===== src/rtl/frame_checker_pkg.sv =====
// frame_checker_pkg: shared state encoding and result layout for frame_checker_mc.
package frame_checker_pkg;
  typedef enum logic [1:0] {IDLE, RUNNING, DRAIN} state_t;
  localparam int SEQ_WIDTH = 32;
  localparam int FRAMES_W = 32;
  localparam int BYTES_W = 48;
  localparam int SEQERR_W = 24;
  localparam int BAD_W = 24;
  localparam int FRAMES_LSB = 96;
  localparam int BYTES_LSB = 48;
  localparam int SEQERR_LSB = 24;
  localparam int BAD_LSB = 0;
endpackage


===== src/rtl/keep_popcount.sv =====
// keep_popcount: number of set bits in an AXIS keep vector.
module keep_popcount #(
  parameter int KEEP_WIDTH = 8,
  localparam int CW = $clog2(KEEP_WIDTH + 1)
) (
  input  logic [KEEP_WIDTH-1:0] keep,
  output logic [CW-1:0]         count
);
  always_comb begin
    count = '0;
    for (int i = 0; i < KEEP_WIDTH; i++) count = count + CW'(keep[i]);
  end
endmodule


===== src/rtl/frame_checker_mc.sv =====
// frame_checker_mc: per-channel frame/byte/sequence/bad-frame statistics on an AXIS stream.
module frame_checker_mc
  import frame_checker_pkg::*;
#(
  parameter int DATA_WIDTH = 64,
  parameter int ID_WIDTH = 3,
  parameter int SEQ_BYTE_OFFSET = 42,
  parameter int FORWARD = 0
) (
  input  logic                    clk,
  input  logic                    rst_n,
  output logic                    ready,
  input  logic                    start,
  input  logic                    stop,
  input  logic [ID_WIDTH-1:0]     result_sel,
  output logic [127:0]            result,
  output logic [DATA_WIDTH-1:0]   axis_m_data,
  output logic [DATA_WIDTH/8-1:0] axis_m_keep,
  output logic                    axis_m_last,
  output logic [DATA_WIDTH/8-1:0] axis_m_user,
  output logic [ID_WIDTH-1:0]     axis_m_id,
  output logic                    axis_m_valid,
  input  logic                    axis_m_ready,
  input  logic [DATA_WIDTH-1:0]   axis_s_data,
  input  logic [DATA_WIDTH/8-1:0] axis_s_keep,
  input  logic                    axis_s_last,
  input  logic [DATA_WIDTH/8-1:0] axis_s_user,
  input  logic [ID_WIDTH-1:0]     axis_s_id,
  input  logic                    axis_s_valid,
  output logic                    axis_s_ready
);
  localparam int KW = DATA_WIDTH / 8;
  localparam int NUM_CH = 2 ** ID_WIDTH;
  localparam int SEQ_BEAT = SEQ_BYTE_OFFSET / KW;
  localparam int SEQ_LANE = SEQ_BYTE_OFFSET % KW;
  localparam int CW = $clog2(KW + 1);

  state_t state;
  logic in_frame, cnt_r, err_r, have_r;
  logic [ID_WIDTH-1:0] ch_r;
  logic [15:0] idx_r, bytes_r;
  logic [SEQ_WIDTH-1:0] seq_r;
  logic [FRAMES_W-1:0] frames [NUM_CH];
  logic [BYTES_W-1:0] bytes [NUM_CH];
  logic [SEQERR_W-1:0] seq_err [NUM_CH];
  logic [BAD_W-1:0] bad [NUM_CH];
  logic [SEQ_WIDTH-1:0] expected [NUM_CH];
  logic [NUM_CH-1:0] seen;

  logic [CW-1:0] pop;
  logic hs, end_hs, commit, seq_hit, cur_have, cur_err, cur_cnt;
  logic [ID_WIDTH-1:0] cur_ch;
  logic [15:0] cur_idx, cur_bytes;
  logic [16:0] sum;
  logic [SEQ_WIDTH-1:0] beat_seq, cur_seq;
  logic [BYTES_W:0] bank_bsum;

  keep_popcount #(.KEEP_WIDTH(KW)) u_pop (.keep(axis_s_keep), .count(pop));

  assign axis_s_ready = FORWARD != 0 ? axis_m_ready : 1'b1;
  assign axis_m_valid = FORWARD != 0 && axis_s_valid;
  assign axis_m_data = FORWARD != 0 ? axis_s_data : '0;
  assign axis_m_keep = FORWARD != 0 ? axis_s_keep : '0;
  assign axis_m_last = FORWARD != 0 && axis_s_last;
  assign axis_m_user = FORWARD != 0 ? axis_s_user : '0;
  assign axis_m_id = FORWARD != 0 ? axis_s_id : '0;
  assign ready = state == IDLE;

  // cur_* fold the current beat into the per-frame accumulators, so a
  // first beat (or a single-beat frame) is handled without special cases
  always_comb begin
    beat_seq = '0;
    for (int i = 0; i < 4; i++) beat_seq[SEQ_WIDTH-1-8*i -: 8] = axis_s_data[8*(SEQ_LANE+i) +: 8];
  end
  assign hs = axis_s_valid & axis_s_ready;
  assign end_hs = hs & axis_s_last;
  assign cur_idx = in_frame ? idx_r : '0;
  assign sum = (in_frame ? {1'b0, bytes_r} : 17'd0) + 17'(pop);
  assign cur_bytes = sum[16] ? 16'hffff : sum[15:0];
  assign seq_hit = cur_idx == 16'(SEQ_BEAT);
  assign cur_seq = seq_hit ? beat_seq : seq_r;
  assign cur_have = seq_hit | (in_frame & have_r);
  assign cur_err = (in_frame & err_r) | (|axis_s_user);
  assign cur_ch = in_frame ? ch_r : axis_s_id;
  assign cur_cnt = in_frame ? cnt_r : state == RUNNING;
  assign commit = end_hs & cur_cnt;
  assign bank_bsum = {1'b0, bytes[cur_ch]} + (BYTES_W+1)'(cur_bytes);

  always_ff @(posedge clk or negedge rst_n) begin
    if (!rst_n) begin
      state <= IDLE;
      result <= '0;
      in_frame <= 1'b0;
      cnt_r <= 1'b0;
      err_r <= 1'b0;
      have_r <= 1'b0;
      ch_r <= '0;
      idx_r <= '0;
      bytes_r <= '0;
      seq_r <= '0;
      seen <= '0;
      for (int c = 0; c < NUM_CH; c++) begin
        frames[c] <= '0;
        bytes[c] <= '0;
        seq_err[c] <= '0;
        bad[c] <= '0;
        expected[c] <= '0;
      end
    end else begin
      result[FRAMES_LSB +: FRAMES_W] <= frames[result_sel];
      result[BYTES_LSB +: BYTES_W] <= bytes[result_sel];
      result[SEQERR_LSB +: SEQERR_W] <= seq_err[result_sel];
      result[BAD_LSB +: BAD_W] <= bad[result_sel];
      if (hs) begin
        in_frame <= !axis_s_last;
        ch_r <= cur_ch;
        cnt_r <= cur_cnt;
        err_r <= cur_err;
        have_r <= cur_have;
        seq_r <= cur_seq;
        bytes_r <= cur_bytes;
        idx_r <= &cur_idx ? cur_idx : cur_idx + 16'd1;
      end
      if (commit) begin
        frames[cur_ch] <= &frames[cur_ch] ? frames[cur_ch] : frames[cur_ch] + FRAMES_W'(1);
        bytes[cur_ch] <= bank_bsum[BYTES_W] ? '1 : bank_bsum[BYTES_W-1:0];
        if (cur_err || !cur_have)
          bad[cur_ch] <= &bad[cur_ch] ? bad[cur_ch] : bad[cur_ch] + BAD_W'(1);
        else begin
          seen[cur_ch] <= 1'b1;
          expected[cur_ch] <= cur_seq + SEQ_WIDTH'(1);
          if (seen[cur_ch] && cur_seq != expected[cur_ch] && !(&seq_err[cur_ch]))
            seq_err[cur_ch] <= seq_err[cur_ch] + SEQERR_W'(1);
        end
      end
      case (state)
        IDLE: if (start && !stop) begin
          state <= RUNNING;
          seen <= '0;
          for (int c = 0; c < NUM_CH; c++) begin
            frames[c] <= '0;
            bytes[c] <= '0;
            seq_err[c] <= '0;
            bad[c] <= '0;
            expected[c] <= '0;
          end
        end
        RUNNING: if (stop) state <= in_frame && !end_hs ? DRAIN : IDLE;
        DRAIN: if (end_hs) state <= IDLE;
        default: state <= IDLE;
      endcase
    end
  end
endmodule


===== config.mk =====
export PLATFORM = sky130hd
export DESIGN_NAME = frame_checker_mc
export DESIGN_NICKNAME = d
export VERILOG_FILES = /design/src/rtl/frame_checker_pkg.sv /design/src/rtl/keep_popcount.sv /design/src/rtl/frame_checker_mc.sv
export SDC_FILE = /design/constraint.sdc
export NUM_CORES = 2
export LEC_CHECK = 0
export CORE_MARGIN = 2
export CORE_UTILIZATION = 40
export DETAILED_ROUTE_END_ITERATION = 8
export GPL_TIMING_DRIVEN = 1
export PLACE_DENSITY = 0.61
export SLEW_MARGIN = 10
export SYNTH_ARGS = -nofsm -noshare
export SYNTH_HDL_FRONTEND = slang
export SYNTH_HIERARCHICAL = 1
export SYNTH_SLANG_ARGS = --single-unit

===== constraint.sdc =====
create_clock -name clk -period 8.1 [get_ports clk]
set_input_delay 1.62 -clock clk [delete_from_list [all_inputs] [get_ports clk]]
set_output_delay 1.62 -clock clk [all_outputs]
set_load 0.01 [all_outputs]

==> results.sh <==
export IMPL_layout_drive_gt1_share_pct=14.2
export IMPL_antenna_left=0
export IMPL_yosys_most_used_dff="dfrtp_1"
export IMPL_cts_hold_buf=0
export IMPL_ir_drop_uv=270
export IMPL_cp_startpoint="axis_s_keep[2]"
export IMPL_die_y_um=453
export IMPL_yosys_warnings=6
export IMPL_finalClockSkew_ps=33.8
export IMPL_drv_cap=0
export IMPL_cts_tree="built"
export IMPL_first_pass_iters=7
export IMPL_criticalPathCategory="in -> reg"
export IMPL_place_hpwl_um=169000
export IMPL_synth_area_mux_share_pct=13.1
export IMPL_first_global_vias=68400
export IMPL_finalInstanceArea_um2=91100
export IMPL_grt_start_max_net_pins=219
export IMPL_synth_top_family_by_area="compound AO/OA/AOI/OAI gates"
export IMPL_fin_setup_tns_ps=0
export IMPL_path_clk_slew_ps=60
export IMPL_synthAdderAreaFrac_pct=0.599
export IMPL_period_needed_ps=7770
export IMPL_hold_path_class="reg -> reg"
export IMPL_totalWireLength_um=292000
export IMPL_rr_startpoint="in_frame"
export IMPL_synth_avg_cell_area_um2=9.57
export IMPL_placed_area_um2=85200
export IMPL_power_frac_comb_pct=27.9
export IMPL_grt_ovfl_total=0
export IMPL_htreeDepth=4
export IMPL_synthToLayoutAreaGrowth_pct=13.0
export IMPL_power_switching_mw=7.82
export IMPL_start_util_pct=40.3
export IMPL_finalCritPeriodShare_pct=95.9
export IMPL_drt_iter0_drc=8720
export IMPL_final_common_cell="dfrtp_1"
export IMPL_drc=0
export IMPL_hold_viol=0
export IMPL_clock_path_buffers=3
export IMPL_leakage_nw=39.7
export IMPL_yosys_cell_types_count=120
export IMPL_cts_buffers=170
export IMPL_syn_inst=8422
export IMPL_slew_headroom_pct=12.2
export IMPL_status="finished, final reports clean"
export IMPL_reg2reg_depth=15
export IMPL_final_core_util_pct=45.5
export IMPL_netlist_area_um2=80600
export IMPL_clkPwrFrac_pct=35.9
export IMPL_synth_xor_xnor_area_share_pct=1.95
export IMPL_intPower_mw=14.7
export IMPL_portBuffers=188
export IMPL_fmax_mhz=129
export IMPL_ys_seq_area_share_pct=46.2
export IMPL_sequentialPowerShare_pct=36.2
export IMPL_antenna_found_initial=9
export IMPL_worst_pin_slew_ps=1310
export IMPL_die_area_um2=205000
export IMPL_cp_arrival_ps=8460
export IMPL_switching_share_pct=34.7
export IMPL_crit_fanout=8
export IMPL_synthArstFlopShare_pct=100
export IMPL_avgRoutedWirePerCell_um=26.2
export IMPL_root_buffer="clkbuf_16"
export IMPL_track_usage_pct=28.0
export IMPL_fp_row_count=164
export IMPL_viasPerCell=6.25
export IMPL_startpoint_type="input pin"
export IMPL_core_area_um2=200000
export IMPL_gp_congestion=0.887
export IMPL_ys_ff_latch=1489
export IMPL_synth_compound_area_share_pct=18.1
export IMPL_pin_count=308
export IMPL_cts_sinks=1489
export IMPL_required_ps=8790
export IMPL_synth_edf_count=0
export IMPL_hp_start="have_r"
export IMPL_cp_end_kind="flop"
export IMPL_clock_latency_ps=850
export IMPL_grt_first_pass_wirelength_um=440000
export IMPL_report_final_slew_viol_count=0
export IMPL_synth_simple_area_share_pct=14.7
export IMPL_nNetsFinal=8491
export IMPL_setup_viol=0
export IMPL_power_per_cell_area_nw_per_um2=247
export IMPL_final_cell_mix="dfrtp_1, nand2_1, a21oi_1, o21ai_0, nor2_1"
export IMPL_min_path_cells=2
export IMPL_fp_dieW_um=453
export IMPL_vias=69900
==> what timing repair did <==
action | 4_1_cts | 5_1_grt
hold endpoints to repair | 0 | 0
buffers inserted | 0 | 2
gates resized for setup | 0 | 12
endpoints found under the setup margin | 0 | 231
==> sequential cells by signal, indices dropped and copies added (netlist names), 2 cells and up <==
register  cells
result      128
ch_r          3
state         2
bytes_r      16
idx_r        16
seq_err     192
seq_r        32
frames      256
seen          8
bytes       384
expected    256
bad         192
==> cells in the mapped netlist, types with 8 or more instances <==
cell | instances | share of area, %
o21a_1 | 25 | 0.23
clkbuf_1 | 442 | 2.1
nor4_1 | 130 | 1.0
or3_1 | 41 | 0.32
nand2_1 | 1312 | 6.1
and4_1 | 8 | 0.087
dfrtp_1 | 1489 | 46
nor2_1 | 533 | 2.5
mux2i_1 | 273 | 3.4
o22ai_1 | 203 | 1.6
a2111oi_0 | 9 | 0.098
nor4b_1 | 9 | 0.098
buf_4 | 168 | 1.6
nand4_1 | 50 | 0.39
a211oi_1 | 196 | 1.8
and3_1 | 22 | 0.17
inv_1 | 47 | 0.22
xor2_1 | 70 | 0.76
buf_6 | 37 | 0.52
o22a_1 | 26 | 0.28
o31a_1 | 10 | 0.11
a21oi_1 | 1166 | 7.2
buf_2 | 103 | 0.64
mux4_2 | 256 | 7.2
o221a_2 | 16 | 0.22
o21ai_1 | 24 | 0.15
o31ai_1 | 19 | 0.18
a311oi_1 | 8 | 0.087
a21o_1 | 33 | 0.31
a31oi_1 | 22 | 0.17
buf_1 | 63 | 0.29
ha_1 | 29 | 0.45
o221ai_1 | 54 | 0.59
and2_1 | 25 | 0.19
o21ai_0 | 577 | 3.6
nand3_2 | 10 | 0.12
nor3_1 | 62 | 0.38
xnor2_1 | 91 | 0.99
or4_1 | 11 | 0.10
nand3_1 | 319 | 2.0
mux2_2 | 182 | 2.5
a22oi_1 | 12 | 0.11
nand2b_1 | 21 | 0.16
==> stage by stage <==
stage	std cells	hold slack (ps)	setup WS, ps	power (mW)
finish	11200	488	329	22.5
global route	11200	509	-7.73	23.4
CTS	11200	486	177	22.5
detailed placement	10800	472	-695	14.4
global placement	10800	465	-627	14.3
floorplan	8506	447	39.2	12.1
==> layout make-up <==
type / instances / area (um2)
tap: 2656 / 3320
multi-input combinational: 6155 / 39700
fill: 18800 / 109000
antenna: 4 / 10.0
sequential: 1489 / 37300
clock buffer: 249 / 4910
inverter: 48 / 180
timing repair buffer: 499 / 4790
clock inverter: 68 / 875
==> power by group through the flow <==
stage	registers, mW	clock network [mW]	logic [mW]
after floorplan	8.20	0	3.85
after global placement	8.27	0	6.05
after detailed placement	8.28	0	6.12
after CTS	8.15	8.20	6.15
after global routing	8.21	8.50	6.72
final	8.16	8.08	6.29
==> critical path: stages <==
cell and delay, ps:
clkdlybuf4s50_1 450, inv_1 50, fa_1 560, fa_1 430, fa_2 400, fa_1 540
inv_1 70, fa_1 440, a21o_1 200, a21oi_1 210, nor2_1 90, nand2_1 90
nor2_1 70, and4_1 210, or2_2 350, ha_1 310, o21a_1 120, o31ai_1 80
a21oi_1 190, and3_1 230, o211a_1 210, o2111ai_2 190, or4b_1 630, o41ai_4 300
buf_4 220, mux2_2 160, nor2_1 40
==> kinds of logic (layout without fill, tap and decap cells) <==
| group | Yosys count | after routing |
|---|---|---|
| AO/OA/AOI/OAI | 2505 | 2505 |
| XOR/XNOR | 171 | 171 |
| adder cells (fa/ha/maj) | 35 | 35 |
| buffers and inverters | 862 | 864 |
| flip-flops | 1489 | 1489 |
| multiplexers | 713 | 713 |
| other | 2 | 90 |
| AND/OR/NAND/NOR | 2645 | 2645 |
==> per-layer routing <==
| layer | routed length, um | global-route usage [%] | vias up |
|---|---|---|---|
| met5 | 0 | 0 | - |
| met4 | 15400 | 13.5 | 0 |
| met3 | 29200 | 5.69 | 846 |
| met2 | 133000 | 43.4 | 3977 |
| met1 | 115000 | 37.4 | 34800 |
| li1 | - | - | 30200 |
==> path summary, 6_finish.rpt <==
path,endpoint,slack [ps]
max,bytes[286],330
min,have_r,490
max reg2reg,bytes[26],2020
min reg2reg,have_r,490
max in group asynchronous,expected[161],5460
min in group asynchronous,result[48],730
(Power assumes the default switching activity.)
